**src/rtl/servant_rst_seq_pkg.sv**
```systemverilog
`default_nettype none
// ============================================================================
//  Module      : servant_rst_seq_pkg
//  Description : Shared definitions for the servant PLL/reset sequencer.
//                - state_t   : sequencer state encoding (also driven on o_state)
//                - cnt_width : width of the shared down-counter, derived from
//                              the largest timing parameter
//  Revision    : 1.0 - initial release
// ============================================================================
package servant_rst_seq_pkg;

    typedef enum logic [2:0] {
        ST_PLL_RST   = 3'd0,
        ST_WAIT_LOCK = 3'd1,
        ST_STABLE    = 3'd2,
        ST_RUN       = 3'd3,
        ST_SOFT      = 3'd4,
        ST_FAIL      = 3'd5
    } state_t;

    localparam int c_RETRY_W = 4;

    // The counter is always loaded with (cycles - 1), so clog2 of the largest
    // cycle count is enough. A single bit is kept as the floor so that all
    // parameters equal to 1 still yield a legal vector.
    function automatic int cnt_width(input int a, input int b, input int c, input int d);
        int m;
        m = a;
        if (b > m) m = b;
        if (c > m) m = c;
        if (d > m) m = d;
        return (m > 1) ? $clog2(m) : 1;
    endfunction

endpackage
`default_nettype wire

```
**src/rtl/servant_sync2.sv**
```systemverilog
`default_nettype none
// ============================================================================
//  Module      : servant_sync2
//  Description : Two-flop synchroniser for a single asynchronous input.
//                Both flops reset asynchronously to 0.
//  Ports       : i_clk   - destination clock
//                i_rst_n - asynchronous active-low reset
//                i_d     - asynchronous input
//                o_q     - synchronised output (2 cycles of latency)
//  Revision    : 1.0 - initial release
// ============================================================================
module servant_sync2 (
    input  logic i_clk,
    input  logic i_rst_n,
    input  logic i_d,
    output logic o_q
);

    logic r_meta;
    logic r_sync;

    always_ff @(posedge i_clk or negedge i_rst_n) begin
        if (!i_rst_n) begin
            r_meta <= 1'b0;
            r_sync <= 1'b0;
        end else begin
            r_meta <= i_d;
            r_sync <= r_meta;
        end
    end

    assign o_q = r_sync;

endmodule
`default_nettype wire

```
**src/rtl/servant_rst_seq.sv**
```systemverilog
`default_nettype none
// ============================================================================
//  Module      : servant_rst_seq
//  Description : PLL and SoC reset sequencer running on the always-on board
//                reference clock. Pulses PLL RESETB, waits for LOCK with a
//                timeout/retry limit, requires LOCK to be stable before
//                releasing the SoC reset, re-sequences on any loss of lock and
//                supports a software-requested SoC-only reset.
//  Ports       : i_clk        - board reference clock
//                i_rst_n      - asynchronous active-low reset
//                i_lock       - PLL LOCK (asynchronous to i_clk)
//                i_soft_rst   - single-cycle SoC-only reset request
//                i_retry      - single-cycle request to leave FAIL
//                o_pll_resetb - PLL RESETB (0 holds the PLL in reset)
//                o_rst        - active-high SoC reset (i_clk domain)
//                o_state      - current state encoding
//                o_retries    - failed lock attempts since last RUN entry
//                o_fail       - high while in FAIL
//  Revision    : 1.0 - initial release
// ============================================================================
module servant_rst_seq
    import servant_rst_seq_pkg::*;
#(
    parameter int PLL_RST_CYCLES  = 16,
    parameter int LOCK_TIMEOUT    = 4096,
    parameter int LOCK_STABLE     = 256,
    parameter int SOFT_RST_CYCLES = 16,
    parameter int MAX_RETRIES     = 3
) (
    input  logic       i_clk,
    input  logic       i_rst_n,
    input  logic       i_lock,
    input  logic       i_soft_rst,
    input  logic       i_retry,
    output logic       o_pll_resetb,
    output logic       o_rst,
    output logic [2:0] o_state,
    output logic [3:0] o_retries,
    output logic       o_fail
);

    localparam int c_CW = cnt_width(PLL_RST_CYCLES, LOCK_TIMEOUT, LOCK_STABLE, SOFT_RST_CYCLES);

    localparam logic [c_CW-1:0]      c_LD_PLL    = c_CW'(PLL_RST_CYCLES - 1);
    localparam logic [c_CW-1:0]      c_LD_WAIT   = c_CW'(LOCK_TIMEOUT - 1);
    localparam logic [c_CW-1:0]      c_LD_STABLE = c_CW'(LOCK_STABLE - 1);
    localparam logic [c_CW-1:0]      c_LD_SOFT   = c_CW'(SOFT_RST_CYCLES - 1);
    localparam logic [c_CW-1:0]      c_ONE       = c_CW'(1);
    localparam logic [c_RETRY_W-1:0] c_MAX_R     = c_RETRY_W'(MAX_RETRIES);
    localparam logic [c_RETRY_W-1:0] c_R_SAT     = '1;

    // ------------------------------------------------------------------------
    // Lock synchroniser: every decision below uses w_lock_s only.
    // ------------------------------------------------------------------------
    logic w_lock_s;

    servant_sync2 u_lock_sync (
        .i_clk   (i_clk),
        .i_rst_n (i_rst_n),
        .i_d     (i_lock),
        .o_q     (w_lock_s)
    );

    // ------------------------------------------------------------------------
    // State, shared counter and registered outputs
    // ------------------------------------------------------------------------
    state_t                 r_state;
    logic [c_CW-1:0]        r_cnt;
    logic [c_RETRY_W-1:0]   r_retries;
    logic                   r_pll_resetb;
    logic                   r_rst;
    logic                   r_fail;

    state_t                 w_next;
    logic [c_RETRY_W-1:0]   w_retries_next;
    logic [c_RETRY_W-1:0]   w_retry_inc;
    logic                   w_cnt_zero;

    // Counter reload value for the state being entered. RUN and FAIL are not
    // timed; they load zero.
    function automatic logic [c_CW-1:0] load_for(input state_t s);
        case (s)
            ST_PLL_RST:   return c_LD_PLL;
            ST_WAIT_LOCK: return c_LD_WAIT;
            ST_STABLE:    return c_LD_STABLE;
            ST_SOFT:      return c_LD_SOFT;
            default:      return '0;
        endcase
    endfunction

    assign w_cnt_zero  = (r_cnt == '0);
    // Saturating increment so the retry count never wraps.
    assign w_retry_inc = (r_retries == c_R_SAT) ? r_retries : r_retries + c_RETRY_W'(1);

    always_comb begin
        w_next         = r_state;
        w_retries_next = r_retries;
        case (r_state)
            ST_PLL_RST: begin
                if (w_cnt_zero) begin
                    w_next = ST_WAIT_LOCK;
                end
            end
            ST_WAIT_LOCK: begin
                if (w_lock_s) begin
                    w_next = ST_STABLE;
                end else if (w_cnt_zero) begin
                    w_retries_next = w_retry_inc;
                    w_next         = (w_retry_inc == c_MAX_R) ? ST_FAIL : ST_PLL_RST;
                end
            end
            ST_STABLE: begin
                // A single low cycle restarts the whole wait; retries kept.
                if (!w_lock_s) begin
                    w_next = ST_WAIT_LOCK;
                end else if (w_cnt_zero) begin
                    w_next         = ST_RUN;
                    w_retries_next = '0;
                end
            end
            ST_RUN: begin
                if (!w_lock_s) begin
                    w_next = ST_PLL_RST;
                end else if (i_soft_rst) begin
                    w_next = ST_SOFT;
                end
            end
            ST_SOFT: begin
                // Lock loss outranks the soft-reset timer expiring.
                if (!w_lock_s) begin
                    w_next = ST_PLL_RST;
                end else if (w_cnt_zero) begin
                    w_next = ST_RUN;
                end
            end
            ST_FAIL: begin
                if (i_retry) begin
                    w_next         = ST_PLL_RST;
                    w_retries_next = '0;
                end
            end
            default: begin
                w_next = ST_PLL_RST;
            end
        endcase
    end

    // Outputs are decoded from the next state so they change on the same
    // edge as r_state.
    always_ff @(posedge i_clk or negedge i_rst_n) begin
        if (!i_rst_n) begin
            r_state      <= ST_PLL_RST;
            r_cnt        <= c_LD_PLL;
            r_retries    <= '0;
            r_pll_resetb <= 1'b0;
            r_rst        <= 1'b1;
            r_fail       <= 1'b0;
        end else begin
            r_state   <= w_next;
            r_retries <= w_retries_next;
            if (w_next != r_state) begin
                r_cnt <= load_for(w_next);
            end else if (!w_cnt_zero) begin
                r_cnt <= r_cnt - c_ONE;
            end
            r_pll_resetb <= (w_next != ST_PLL_RST) && (w_next != ST_FAIL);
            r_rst        <= (w_next != ST_RUN);
            r_fail       <= (w_next == ST_FAIL);
        end
    end

    assign o_pll_resetb = r_pll_resetb;
    assign o_rst        = r_rst;
    assign o_fail       = r_fail;
    assign o_state      = r_state;
    assign o_retries    = r_retries;

endmodule
`default_nettype wire

```
**config.mk**
```make
export PLATFORM = sky130hd
export DESIGN_NAME = servant_rst_seq
export DESIGN_NICKNAME = d
export VERILOG_FILES = /design/src/rtl/servant_rst_seq_pkg.sv /design/src/rtl/servant_sync2.sv /design/src/rtl/servant_rst_seq.sv
export SDC_FILE = /design/constraint.sdc
export NUM_CORES = 1
export LEC_CHECK = 0
export ABC_AREA = 0
export BUFFER_PORTS_ARGS = -buffer_cell sky130_fd_sc_hd__buf_4
export CAP_MARGIN = 30
export CORE_AREA = 2 2 57 59
export CTS_BUF_LIST = sky130_fd_sc_hd__clkbuf_4 sky130_fd_sc_hd__clkbuf_8
export DETAILED_ROUTE_END_ITERATION = 10
export DIE_AREA = 0 0 59 61
export PLACE_DENSITY = 0.73
export SETUP_SLACK_MARGIN = 0.3
export SYNTH_ARGS = -nofsm -noshare
export SYNTH_HDL_FRONTEND = slang
export SYNTH_HIERARCHICAL = 1
export SYNTH_SLANG_ARGS = --single-unit
```
**constraint.sdc**
```tcl
create_clock -name i_clk -period 3.45 [get_ports i_clk]
set_clock_uncertainty 0.05 [all_clocks]
set_input_delay 0.69 -clock i_clk [delete_from_list [all_inputs] [get_ports i_clk]]
set_output_delay 0.69 -clock i_clk [all_outputs]
set_load 0.05 [all_outputs]
```
-- Word-level counts from Yosys, hierarchy flattened
Cells that the tools add are included.
- output and inout bits: 10
- register bits: 24
- reductions and logical operators: 8
- mux-type cells: 21
- eq/ne operators: 20
- $add $sub $neg: 2
- operators by type and width (cell ; number):
    $pmux W12 S3 ; 1
    $mux W3 ; 10
    $mux W12 ; 2
    $mux W4 ; 6
    $pmux W3 S6 ; 1
    $eq A3 B3 Y1 const B ; 4
    $logic_not A12 Y1 ; 1
    $pmux W4 S3 ; 1
    $sub A12 B1 Y12 const B ; 1
    $eq A3 B2 Y1 const B ; 3
    $ne A2 B2 Y1 const B ; 4
    $eq A3 B1 Y1 const B ; 2
    $logic_not A3 Y1 ; 2
    $reduce_and A6 Y1 ; 1
    $reduce_bool A3 Y1 ; 2
    $add A4 B1 Y4 const B ; 1
    $eq A4 B2 Y1 const B ; 1
    $eq A4 B4 Y1 const B ; 1
    $ne A2 B1 Y1 const B ; 2
    $ne A3 B2 Y1 const B ; 1
    $ne A3 B3 Y1 ; 1
    $ne A3 B3 Y1 const B ; 1
    $reduce_or A2 Y1 ; 1
    $logic_and A1 B1 Y1 ; 1

-- Logic depth before layout (Yosys ltp)
Gate-level depths: netlist of run 1.
- depth after elaboration: 11
- mapped depth: 10
- gate-level depth less buffers: 9

-- Hierarchy
The synthesis of run 1 kept the hierarchy.
- modules (own cells, without submodules) (module ; area each (sq um) ; sequential area each (sq um) ; cells an instance ; instances):
    servant_rst_seq ; 1463.9 ; 556.8 ; 157 ; 1
    servant_sync2 ; 50.0 ; 50.0 ; 2 ; 1

-- Worst setup path after synthesis of run 1
No wires, ideal clock.
- path type: register to register
- from: register r_cnt[0]
- to: register r_cnt[4]
- data arrival time: 2.336 ns
- clock period less this slack: 2.517 ns
- path buffers: 1
- cell stages (with the launch flop): 10
- setup slack: 0.933 ns
- cells stage by stage: dfstp_2 inv_1 ha_1 nor2b_1 and4b_1 buf_6 or4_1 nand3_2 mux2i_1 o22ai_1
- word-level cells in the longest chain between the ends: 8
- elaborated cells on any way between the ends: 19
- ends and longest elaborated chain (item ; line ; text):
    from (decl) ; servant_rst_seq.sv:68 ; logic [c_CW-1:0] r_cnt;
    from (signal assigned) ; servant_rst_seq.sv:153 ; r_cnt <= c_LD_PLL;
    from (signal assigned) ; servant_rst_seq.sv:162 ; r_cnt <= load_for(w_next);
    from (signal assigned) ; servant_rst_seq.sv:164 ; r_cnt <= r_cnt - c_ONE;
    $logic_not A12 Y1 ; servant_rst_seq.sv:91 ; assign w_cnt_zero = (r_cnt == '0);
    $mux W3 (on tied branches) ; servant_rst_seq.sv:116, servant_rst_seq.sv:132, servant_rst_seq.sv:107 ;
    $mux W3 (on tied branches) ; servant_rst_seq.sv:130, servant_rst_seq.sv:105, servant_rst_seq.sv:114 ;
    $pmux W3 S6 ; servant_rst_seq.sv:98 ; case (r_state)
    $eq A3 B3 Y1 / $logic_not A3 Y1 (equally long branches) ; servant_rst_seq.sv:82 ; case (s)
    $reduce_or A2 Y1 (no line) ; n/a ;
    $pmux W12 S3 ; servant_rst_seq.sv:82 ;
    $mux W12 ; servant_rst_seq.sv:161 ; if (w_next != r_state) begin
Several ways; a longest one is shown, not always the timed one. The select of a mux whose other input is x is not followed.
A chain may end at the register's enable or synchronous reset.

-- Final worst setup path of run 1
- from: register r_cnt[0]
- to: register r_cnt[5]
Same word-level chain as after synthesis.

==> impl_results.md, run 1 <==
* Number of iterations in the first detailed-routing pass at 4
* Clock period minus final worst setup slack at 2760 ps
* Max frequency at 362 MHz
* Diode insertion count for antenna repair at 0
* Leak at 0.708 nW
* Share of async-settable or async-resettable flops after synthesis at 100%
* Top area cells in the synthesized netlist: dfrtp_1 31%, dfstp_2 8.7%, xor2_1 4.0%, nand2_1 3.7%, a21oi_1 3.3%
* Sum of routed wire length over all layers at 3.13 mm
* Detailed Route Iter0 Violations at 46
* Setup CP Type: reg -> reg
* Path type of the worst min-delay path: in -> async
* Met2 wire length at 1.55 mm
* Count of buffers inserted at the top-level ports at 14
* Number of top-level design ports at 15
* Area enclosed by the die boundary at 0.00360 mm2
* CTS tree: done
* Deepest clock path buffer count at 2
* Clock Latency Late Sink at 310 ps
* Quantity of hold-fixing buffers added after cts at 0
* Number of sinks driven by the clock tree at 24
* Yosys top cell by area: dfrtp_1
* Fill cell count at 265
* Total of max-cap violations at 0
* Worst slack at placement at 718 ps
* PD cells at 619 mW/mm2
* Fin. max-slew vios at 0
* Die H at 61 um
* Core box area at 0.00295 mm2
* Worst-case headroom to the max-slew limit at 54.3%
* Worst setup margin at 686 ps
* Highest metal layer with signal wires: met4
* GRT overflow at 0
* EDFF count, synth at 0
* Fraction of synthesized cell area taken by the top area cell type at 31.4%
* Met1 layer wirelength in the final routing at 1.38 mm
* Most used cells in the layout excluding fill and tap cells: 19 x dfrtp_1, 15 x nand2_1, 14 x buf_4, 10 x a21oi_1, 8 x nor2_1
* Cell count after synthesis at 159
* Most common library cell in the layout ignoring fill and taps: dfrtp_1
* Final routed DRC violation total at 0
* CTS H-tree depth at 1
* Routed vias at 1235
* Crit share post-route at 80.1%
* Sequential cell area fraction in the yosys report at 40.1%
* Vias per std cell at 6.02
* IR drop worst, VDD at 348 uV
* Slew at the pin closest to its max-slew limit at 676 ps
* Die Wd at 59 um
* Routed length per placed instance at 15.2 um
* Outcome: finished clean
* Flip-flop and latch count after synthesis at 24
* Post-DP HPWL at 2.34 mm
* Maximum number of pins on one net before global-route repair at 25
* Setup bufs post-CTS at 0
* Unrepaired setup endpoints after global routing: no
* Type of element capturing the critical path: register
* Vias in the first global route at 1179
* Largest driver fanout on the critical path at 8
* Std cell rows at 20
* Area growth, synth to finish at 11.2%
* Fraction of final layout cells with drive strength greater than 1 at 20.3%
* Number of buffers added by the clock tree synthesis step at 3
* Initial standard-cell utilization of the core at 51.3%
* Synthesized area at 0.00151 mm2
* Clk root buf: clkbuf_4
* Final Hold Vio Count at 0
* Routability Congestion at 0.841
* Primary flip-flop cell chosen by synthesis mapping: dfrtp_1
* Total routing usage reported by global routing at 19.8%
* Net count of the mapped netlist at 166
* Setup_tns at 0 ps
* Count of endpoints failing setup in the final report at 0
* Number of distinct standard cells referenced by the synthesized netlist at 55
* Wire length of the first global-routing pass at 5.37 mm
* Avg Cell Area, Syn at 9.52 um2
* Total of cells resized after clock tree synthesis at 0
* Clock-pin slew of the registers on the worst-case setup and hold paths at 130 ps
* Final antenna-violating net count at 0
* Kind of start point of the critical path: register
* Number of antenna violations at the first check in global routing at 0
* Met3 routed wirelength at 158 um
* Critical Path RT at 3600 ps
* Worst EP arrival at 2910 ps
* Post-route total power at 0.00104 W
* Total of warnings raised by yosys at 6
* Layout net count at 180
[worst max-delay path, stage by stage (launching register included)]
cell,delay (ps)
dfstp_2,570
inv_1,70
ha_1,250
nor2b_1,170
and4b_1,300
or4_1,620
nand3_2,130
mux2i_1,350
o22ai_1,140
[metrics by stage]
| step | util (%) | std cells | cell area [um2] | hold WS [ps] |
|---|---|---|---|---|
| finish | 57.0 | 205 | 1680 | 199 |
| global placement | 55.3 | 201 | 1630 | 283 |
| detailed placement | 55.3 | 201 | 1630 | 291 |
| CTS | 57.0 | 205 | 1680 | 198 |
| global route | 57.0 | 205 | 1680 | 187 |
| floorplan | - | 159 | 1510 | 281 |
[Yosys cell counts, drive strengths merged (3+ instances only)]
master   n
nor2b    3
nor3     6
xor2     7
nor4     4
inv      7
nand2   15
nand2b   4
o22ai    5
buf      4
dfrtp   19
or4      3
xnor2    4
dfstp    5
o21ai   10
nand3    6
a21oi   10
nor2     8
[routing by layer]
layer,vias to the layer above,GRT usage [%]
met5,-,0
met4,0,4.22
met3,4,5.54
met2,36,33.8
met1,579,25.1
li1,616,-
[kinds of logic (layout without fill, tap and decap cells)]
kind of cell | Yosys count | after routing | share of synthesized area (%)
compound gates | 46 | 46 | 21.4
flops | 24 | 24 | 40.1
xor+xnor | 11 | 11 | 6.36
simple gates | 63 | 63 | 26.2
fa+ha+maj | 2 | 2 | 1.65
mux | 1 | 1 | 0.661
buf+inv | 12 | 25 | 3.64
[final cells by class]
cell class	instances	area [um2]	share of cell area (%)
Clock buffer	3	22.5	1.34
Clock inverter	1	30.0	1.78
Timing Repair Buffer	14	105	6.24
Tap cell	33	41.3	2.45
Sequential cell	24	607	36.0
Inverter	7	26.3	1.56
Multi-Input combinational cell	123	852	50.6
[path summary, 6_finish.rpt]
check,start,endpoint,slack (ps),cells past startpoint
max,r_cnt[0]$_DFFE_PN1P_,r_cnt[5]$_DFFE_PN0P_,690,8
max in group asynchronous,i_rst_n,r_cnt[0]$_DFFE_PN1P_,2870,1
max reg2reg,r_cnt[0]$_DFFE_PN1P_,r_cnt[5]$_DFFE_PN0P_,690,8
min in group i_clk,u_lock_sync/r_meta$_DFF_PN0_,u_lock_sync/o_q$_DFF_PN0_,320,0
min reg2reg,u_lock_sync/r_meta$_DFF_PN0_,u_lock_sync/o_q$_DFF_PN0_,320,0
min,i_rst_n,o_state[0]$_DFF_PN0_,200,1
[report_power, final]
part | switching [W] | internal, W | total (W)
clock | 0.0000801 | 0.000117 | 0.000198
combinational | 0.000189 | 0.000158 | 0.000347
sequential | 0.000117 | 0.000379 | 0.000497
[state kept, by name, indices dropped and copies added (netlist names)]
name and cells:
u_lock_sync/o_q 1, o_retries 4, o_fail 1, o_pll_resetb 1
o_state 3, o_rst 1, u_lock_sync/r_meta 1, r_cnt 12
Power figures use the tool's default switching activity.
==> run 2: changes to the inputs <==
==> constraint.sdc (replaced) <==
create_clock -name i_clk -period 2.57 [get_ports i_clk]
set_clock_uncertainty 0.05 [all_clocks]
set_input_delay 0.514 -clock i_clk [delete_from_list [all_inputs] [get_ports i_clk]]
set_output_delay 0.514 -clock i_clk [all_outputs]
set_load 0.05 [all_outputs]
==> impl_results.md, run 2 (synthesis gave the netlist of run 1 again) <==
* Reg-to-reg endpoint: r_cnt[7]$_DFFE_PN0P_
* Most flop-heavy register: r_cnt
* FF+latch area at 613 um2
* Routed vias at 1386
* Die H at 61 um
* Clock-pin slew of the registers on the worst-case setup and hold paths at 140 ps
* Fin. max-slew vios at 0
* Final routed DRC violation total at 0
* Worst reg2reg setup slack at 180 ps
* Kind of start point of the critical path: register
* Die Wd at 59 um
* Number of antenna violations at the first check in global routing at 0
* Path type of the worst min-delay path: in -> async
* Diode insertion count for antenna repair at 0
* Layout net count at 203
* Multi-input logic area at 986 um2
* CTS H-tree depth at 1
* Max frequency at 419 MHz
* Clk root buf: clkbuf_4
* Flip-flop count of the largest register after layout at 12
* Critical path destination: r_cnt[7]$_DFFE_PN0P_
* Worst EP arrival at 2560 ps
* Final antenna-violating net count at 0
* Wire length of the first global-routing pass at 6.05 mm
* Clock Latency Late Sink at 330 ps
* Number of iterations in the first detailed-routing pass at 4
* Leak at 0.826 nW
* Launching instance or port of the critical path: r_cnt[0]$_DFFE_PN1P_
* Initial standard-cell utilization of the core at 51.3%
* Vias in the first global route at 1271
* Deepest clock path buffer count at 2
* Area enclosed by the die boundary at 0.00360 mm2
* Number of sinks driven by the clock tree at 24
* IR drop worst, VDD at 272 uV
* Count of endpoints failing setup in the final report at 0
* Count of buffers inserted at the top-level ports at 14
* Quantity of hold-fixing buffers added after cts at 0
* Most used cells in the layout excluding fill and tap cells: 37 x buf_4, 15 x nand2_1, 14 x dfrtp_1, 10 x a21oi_1, 8 x nor2_1
* Number of top-level design ports at 15
* Core box area at 0.00295 mm2
* Final Hold Vio Count at 0
* Crit share post-route at 92.8%
* PD cells at 797 mW/mm2
* Maximum number of pins on one net before global-route repair at 25
* Routed length per placed instance at 16.8 um
* Critical Path RT at 2740 ps
* Sum of routed wire length over all layers at 3.82 mm
* Number of buffers added by the clock tree synthesis step at 3
* Number of placed instances with taps included at 204
* Total of max-cap violations at 0
* Post-DP HPWL at 2.34 mm
* Area growth, synth to finish at 31.9%
* Startpoint of the lowest-slack register-to-register path: r_cnt[0]$_DFFE_PN1P_
* Number of cell instances on the worst register-to-register path at 8
* Outcome: finished clean
* Vias per std cell at 6.08
* CTS tree: done
* Most common library cell in the layout ignoring fill and taps: buf_4
* Fill cell count at 240
* Routability Congestion at 0.873
* Type of element capturing the critical path: register
* Setup CP Type: reg -> reg
* Unrepaired setup endpoints after global routing: yes
* Std cell rows at 20
* Clock period minus final worst setup slack at 2390 ps
* Setup_tns at 0 ps
* Final Non-Filler Cells at 228
* Worst-case headroom to the max-slew limit at 65.1%
* Total routing usage reported by global routing at 22.4%
* Largest driver fanout on the critical path at 5
* Fraction of final layout cells with drive strength greater than 1 at 40.5%
* Slew at the pin closest to its max-slew limit at 519 ps
* Detailed Route Iter0 Violations at 58
* GRT overflow at 0
-- run 2: changes by cell type in the layout (fill, tap and decap cells not counted), sizes merged --
| cell | change |
|---|---|
| buf | +23 |
-- run 2: layout make-up --
class,count,share of cell area (%)
Multi-Input combinational cell,123,49.4
Sequential cell,24,30.7
Timing Repair Buffer,37,13.9
Tap cell,33,2.07
Clock inverter,1,1.50
Inverter,7,1.32
Clock buffer,3,1.13
-- run 2: repair_timing --
item                       CTS  global route
buffers inserted             8            12
gates resized for setup      6            10
pin swaps                    1             4
setup endpoints to repair   17            17
-- run 2: power by group --
part | total [W] | leakage, nW | internal [W] | switching, W
Combinational | 0.000641 | 0.509 | 0.000320 | 0.000320
Sequential | 0.000668 | 0.289 | 0.000511 | 0.000157
Clock | 0.000284 | 0.0279 | 0.000158 | 0.000126
-- run 2: per-stage QoR --
step | setup slack, ps | utilization [%] | hold WS (ps) | area [um2] | power, W
global route | 99.2 | 67.6 | 12.4 | 2000 | 0.00170
detailed placement | 103 | 57.4 | 294 | 1690 | 0.00118
global placement | 152 | 57.4 | 292 | 1690 | 0.00116
finish | 185 | 67.6 | 4.99 | 2000 | 0.00159
floorplan | 247 | - | 168 | 1550 | 0.00105
CTS | 235 | 62.5 | 14.7 | 1840 | 0.00151
-- run 2: metal layers --
layer / global-route usage, % / share of wire (%) / vias up
li1: - / - / 661
met1: 28.6 / 42 / 682
met2: 38.7 / 53 / 36
met3: 3.20 / 3.9 / 7
met4: 7.79 / 1.7 / 0
met5: 0 / 0 / -
-- run 2: worst min-delay path by stage --
| stage | slack (ps) | cells after the start | start | endpoint |
|---|---|---|---|---|
| floorplan | 170 | 0 | i_rst_n | o_fail$_DFF_PN0_ |
| detailed placement | 290 | 0 | u_lock_sync/r_meta$_DFF_PN0_ | u_lock_sync/o_q$_DFF_PN0_ |
| finish | 5 | 1 | i_rst_n | o_fail$_DFF_PN0_ |
| global route | 10 | 1 | i_rst_n | o_retries[3]$_DFFE_PN0P_ |
| global placement | 290 | 0 | u_lock_sync/r_meta$_DFF_PN0_ | u_lock_sync/o_q$_DFF_PN0_ |
| CTS | 10 | 1 | i_rst_n | o_fail$_DFF_PN0_ |
-- run 2: worst max-delay path, cell delays in order, from the launching register on --
cell and delay, ps:
dfstp_2 570, inv_2 50, ha_4 150, nor2b_4 120
and4b_2 280, or4_4 530, nand3_4 120, mux2i_4 280
o22ai_1 120
